File: src/rtl/keystone_frame_ctrl.sv
// Frame-synchronous shadow of the homography coefficients and enable, raster
// tracker for the monitored input stream, and software-reset sequencer.
module keystone_frame_ctrl #(
  parameter int IMG_W      = 1920,
  parameter int IMG_H      = 1080,
  parameter int RST_CYCLES = 16
) (
  input  logic         aclk,
  input  logic         aresetn,
  input  logic [255:0] cfg_h,
  input  logic         cfg_enable,
  input  logic         cfg_commit,
  input  logic         sw_reset,
  input  logic         mon_tvalid,
  input  logic         mon_tready,
  input  logic         mon_tuser,
  input  logic         mon_tlast,
  output logic [255:0] core_h,
  output logic         core_enable,
  output logic         core_sw_reset,
  output logic         commit_pending,
  output logic         commit_done,
  output logic [31:0]  frame_count,
  output logic         err_eol_early,
  output logic         err_eol_late,
  output logic         err_sof_missing
);

  localparam int XW = $clog2(IMG_W + 1);
  localparam int YW = $clog2(IMG_H + 1);
  localparam int CW = $clog2(RST_CYCLES + 1);
  localparam logic [XW-1:0] X_LAST = XW'(IMG_W - 1);
  localparam logic [YW-1:0] Y_LAST = YW'(IMG_H - 1);
  localparam logic [CW-1:0] C_LAST = CW'(RST_CYCLES - 1);
  // Identity homography: H11 = H22 = 1.0 in the core's fixed-point format.
  localparam logic [255:0] H_IDENT = {96'd0, 32'h0100_0000, 96'd0, 32'h0100_0000};

  typedef enum logic [1:0] {RST_HOLD, IDLE, RUN} state_t;

  state_t        state;
  logic [CW-1:0] hold_cnt;
  logic [XW-1:0] x;
  logic [YW-1:0] y;
  logic          beat;
  logic          sof;
  logic          eol;
  logic          apply;

  assign beat          = mon_tvalid && mon_tready;
  assign sof           = beat && mon_tuser;
  assign eol           = (x == X_LAST) || mon_tlast;
  assign apply         = commit_pending && (state == IDLE) && !sof;
  assign core_sw_reset = (state == RST_HOLD);

  always_ff @(posedge aclk) begin
    if (!aresetn) begin
      state           <= RST_HOLD;
      hold_cnt        <= '0;
      core_h          <= H_IDENT;
      core_enable     <= 1'b0;
      commit_pending  <= 1'b0;
      commit_done     <= 1'b0;
      frame_count     <= '0;
      x               <= '0;
      y               <= '0;
      err_eol_early   <= 1'b0;
      err_eol_late    <= 1'b0;
      err_sof_missing <= 1'b0;
    end else if (sw_reset) begin
      // A commit arriving alongside the reset request is dropped here.
      state           <= RST_HOLD;
      hold_cnt        <= '0;
      commit_pending  <= 1'b0;
      commit_done     <= 1'b0;
      x               <= '0;
      y               <= '0;
      err_eol_early   <= 1'b0;
      err_eol_late    <= 1'b0;
      err_sof_missing <= 1'b0;
    end else begin
      commit_done <= apply;
      if (apply) begin
        core_h         <= cfg_h;
        core_enable    <= cfg_enable;
        commit_pending <= 1'b0;
      end else if (cfg_commit && state != RST_HOLD) begin
        commit_pending <= 1'b1;
      end

      case (state)
        RST_HOLD: begin
          if (hold_cnt == C_LAST) begin
            state    <= IDLE;
            hold_cnt <= '0;
          end else begin
            hold_cnt <= hold_cnt + 1'b1;
          end
        end
        IDLE, RUN: begin
          if (sof) begin
            x           <= XW'(1);
            y           <= '0;
            frame_count <= frame_count + 32'd1;
            state       <= RUN;
          end else if (beat) begin
            if (state == IDLE) begin
              err_sof_missing <= 1'b1;
            end else if (eol) begin
              // Line ends on tlast or on the last column, whichever comes first.
              if (mon_tlast && x != X_LAST) err_eol_early <= 1'b1;
              if (!mon_tlast)               err_eol_late  <= 1'b1;
              x <= '0;
              if (y == Y_LAST) begin
                y     <= '0;
                state <= IDLE;
              end else begin
                y <= y + 1'b1;
              end
            end else begin
              x <= x + 1'b1;
            end
          end
        end
        default: begin
          state    <= RST_HOLD;
          hold_cnt <= '0;
        end
      endcase
    end
  end

endmodule

File: config.mk
export PLATFORM = sky130hd
export DESIGN_NAME = keystone_frame_ctrl
export DESIGN_NICKNAME = d
export VERILOG_FILES = /design/src/rtl/keystone_frame_ctrl.sv
export SDC_FILE = /design/constraint.sdc
export NUM_CORES = 1
export LEC_CHECK = 0
export CORE_AREA = 2 2 217 219
export CTS_BUF_LIST = sky130_fd_sc_hd__clkbuf_16
export CTS_CLUSTER_DIAMETER = 150
export DETAILED_ROUTE_END_ITERATION = 8
export DIE_AREA = 0 0 219 221
export MAX_ROUTING_LAYER = met4
export PLACE_DENSITY = 0.68
export SLEW_MARGIN = 20
export SYNTH_ARGS = -nofsm -noshare
export SYNTH_HDL_FRONTEND = slang
export SYNTH_SLANG_ARGS = --single-unit
export TNS_END_PERCENT = 10
File: constraint.sdc
create_clock -name aclk -period 2.02 [get_ports aclk]
set_input_delay 0.303 -clock aclk [delete_from_list [all_inputs] [get_ports aclk]]
set_output_delay 0.303 -clock aclk [all_outputs]
set_load 0.01 [all_outputs]
==> flow_summary.ini <==
[timing]
period_share = 0.975
hold_viol = 0
period_minus_slack_ns = 1.97
setup-violations-final = 0
worstMarginPinSlew_ns = 0.559
fmax_mhz = 507
finalWorstSetupSlack_ns = 0.0495
clock_skew_ns = 0.0125
max_slew_margin = 0.625
rsz0062_at_grt = true
drv_slew = 0

[logic_synthesis]
synth_fp_nets = 1756
synth.distinct_cells = 50
synth_edf_count = 0
synthFlopType = dfxtp_1
synthCells = 1484
synth-seq-cells = 323
synth_seq_area_share = 0.544
async_reset_ff_frac = 0
ys_warn_count = 0
avgSynthCellArea_um2 = 8.01
netlist_area_um2 = 11900

[pwr]
p_sw_mw = 2.86
p_sw_frac = 0.214
ir_drop_uv = 572
p_comb_frac = 0.054
leakagePower_nw = 6.88
p_int_mw = 10.5
power_density_nw_per_um2 = 666
clockPowerShare = 0.469
seqPwrFrac = 0.478
fin_total_pwr_mw = 13.3

[global_routing]
antenna_found_initial = 4
track_usage = 0.172
grt_overflow = 0
grt_first_pass_wirelength_mm = 64.6
grt_pass1_vias = 12248
grt_max_degree = 104

[clock_network]
cts_tree = yes
clockBufferDepth = 3
root_buffer = clkbuf_16
clk_pin_slew_ns = 0.06
cts_sinks = 323
cts_buffers = 36
clk_latency_ns = 0.53
cts_max_level = 2

[floorplanning]
placementRows = 79
start_util = 0.258
die_y_um = 221
core-area_um2 = 46100
dieArea_um2 = 48400
die_w_um = 219
io_pins = 560

[min_path]
worstHoldStart = cfg_h[56]
hp-class = input port to register

[worst_setup_path]
reg2reg_from = x[1]
crit_type = register to register
cp.required_ns = 2.48
cp-start-kind = register
crit_fanout = 6
slowest_delay_ns = 0.48
crit_path_start = x[1]
cp.arrival_ns = 2.43
cpMaxStageDelayCell = or4_1
endpoint_kind = register
crit_chain = ha_4 -> nand4b_1 -> o31ai_4 -> buf_6 -> o21ai_4 -> or4_1 -> a22oi_1

[cells_and_area]
final_cell_mix = clkdlybuf4s50_1, nand2_1, dfxtp_1, a21oi_1, buf_4
synthToLayoutAreaGrowth_pct = 68.7
final_common_cell = clkdlybuf4s50_1
fin_area_um2 = 20000
drive_gt1_frac = 0.0818
fin_cells = 2726
layout.nets = 2364
final_util = 0.435

[route]
dr.pass1.iters = 5
postRouteAntennaNets = 0
wl_per_cell_um = 15.5
routed_via_density = 4.54
drc = 0
routed_wl_mm = 42.2
route.vias.total = 12386
first_iter_violations = 560

[placed_design]
placed_cells = 2655
hpwl_mm = 31.8
placed_area_um2 = 18800
io_buffers = 559
pre_cts_ws_ns = -0.219
gp_congestion = 0.848

[flow_run]
drv_cap = 0

[status]
status = complete, no violations
==> final timing paths <==
| check | endpoint | slack, ns | cells after the start |
|---|---|---|---|
| hold / removal | core_h[56] | 0.31 | 3 |
| setup reg to reg | y[8] | 0.05 | 7 |
| hold reg to reg | hold_cnt[4] | 0.44 | 2 |
| setup / recovery | y[8] | 0.05 | 7 |
==> Yosys cell counts, types with 2 or more instances <==
cell      instances  area (um^2)
nor2b_1           3         18.8
nand3_1          27          135
nand2_1         542         2030
buf_1             3         11.3
nor2_1           54          203
o21ai_0          14         70.1
or3_1             9         56.3
a21o_1            2         15.0
buf_2            22          110
o41ai_1           2         17.5
a22oi_1           4         30.0
or4_1             3         22.5
inv_1             7         26.3
o211ai_1          4         30.0
a211o_1           2         17.5
o31ai_1           4         30.0
ha_1              7         87.6
mux2i_1           2         20.0
and4b_1           2         20.0
xor2_1           21          184
a21oi_1         271         1360
nand4_2           2         25.0
a31oi_1           3         18.8
dfxtp_1         323         6470
nand2b_1          2         12.5
nor3b_1           3         22.5
and2_1            9         56.3
clkbuf_1         66          248
xnor2_1          11         96.3
nand4b_1          3         26.3
nand4_1          19          119
nor3_1            8         40.0
and3_1           13         81.3
==> state kept, by name, indices dropped and copies added, names as in the netlist <==
signal / cells
core_h: 256
frame_count: 32
x: 11
y: 11
hold_cnt: 5
state: 2
commit_done: 1
commit_pending: 1
core_enable: 1
err_eol_early: 1
err_eol_late: 1
err_sof_missing: 1
==> timing repair <==
| action | in CTS | in global routing |
|---|---|---|
| buffers inserted | 1 | 5 |
| hold endpoints to repair | 0 | 0 |
| endpoints found under the setup margin | 9 | 161 |
| pin swaps | 1 | 11 |
| hold buffers | 0 | 0 |
| resized for setup | 3 | 19 |
==> critical path, delay by kind of cell, from the launching register on <==
kind | cells | cell delay, ns
compound gates | 3 | 0.58
fa+ha+maj | 1 | 0.13
buf+inv | 1 | 0.16
flops | 1 | 0.37
simple gates | 2 | 0.65
==> power groups by stage <==
stage                     combinational [mW]  sequential [mW]  clock, mW
after floorplan                        0.110             6.51          0
after global placement                 0.706             6.51          0
after detailed placement               0.706             6.51          0
after CTS                              0.713             6.37       6.47
after global routing                   0.756             6.37       6.73
final                                  0.715             6.37       6.25
==> per-layer routing <==
layer  wire length [um]  track usage
met2              21100        0.298
met1              16100        0.182
met3               3560       0.0484
met5                  0            -
met4               1400       0.0693
==> cells by family after synthesis <==
| family | count (synthesis) | synth area share |
|---|---|---|
| and+or+nand+nor | 707 | 0.248 |
| DFF | 323 | 0.544 |
| AOI/OAI and AO/OA | 313 | 0.140 |
| buffers and inverters | 100 | 0.0345 |
| xor gates and xnor gates | 32 | 0.0236 |
| adders and majority gates | 7 | 0.00737 |
| muxes | 2 | 0.00168 |
==> stage by stage <==
step | setup TNS, ns | hold slack, ns
global route | -0.128 | 0.285
floorplan | 0 | 0.375
global placement | -30.28 | 0.418
finish | 0 | 0.313
detailed placement | -38.32 | 0.436
CTS | -0.00757 | 0.270
==> final cells by class <==
type | instances | area (um^2)
Antenna cell | 4 | 10.0
Clock inverter | 25 | 200
Tap cell | 607 | 759
Clock buffer | 36 | 901
Timing Repair Buffer | 662 | 6600
Multi-Input combinational cell | 1061 | 5060
Sequential cell | 323 | 6470
Inverter | 8 | 37.5
Fill cell | 4504 | 26000
(Power assumes the default switching activity.)
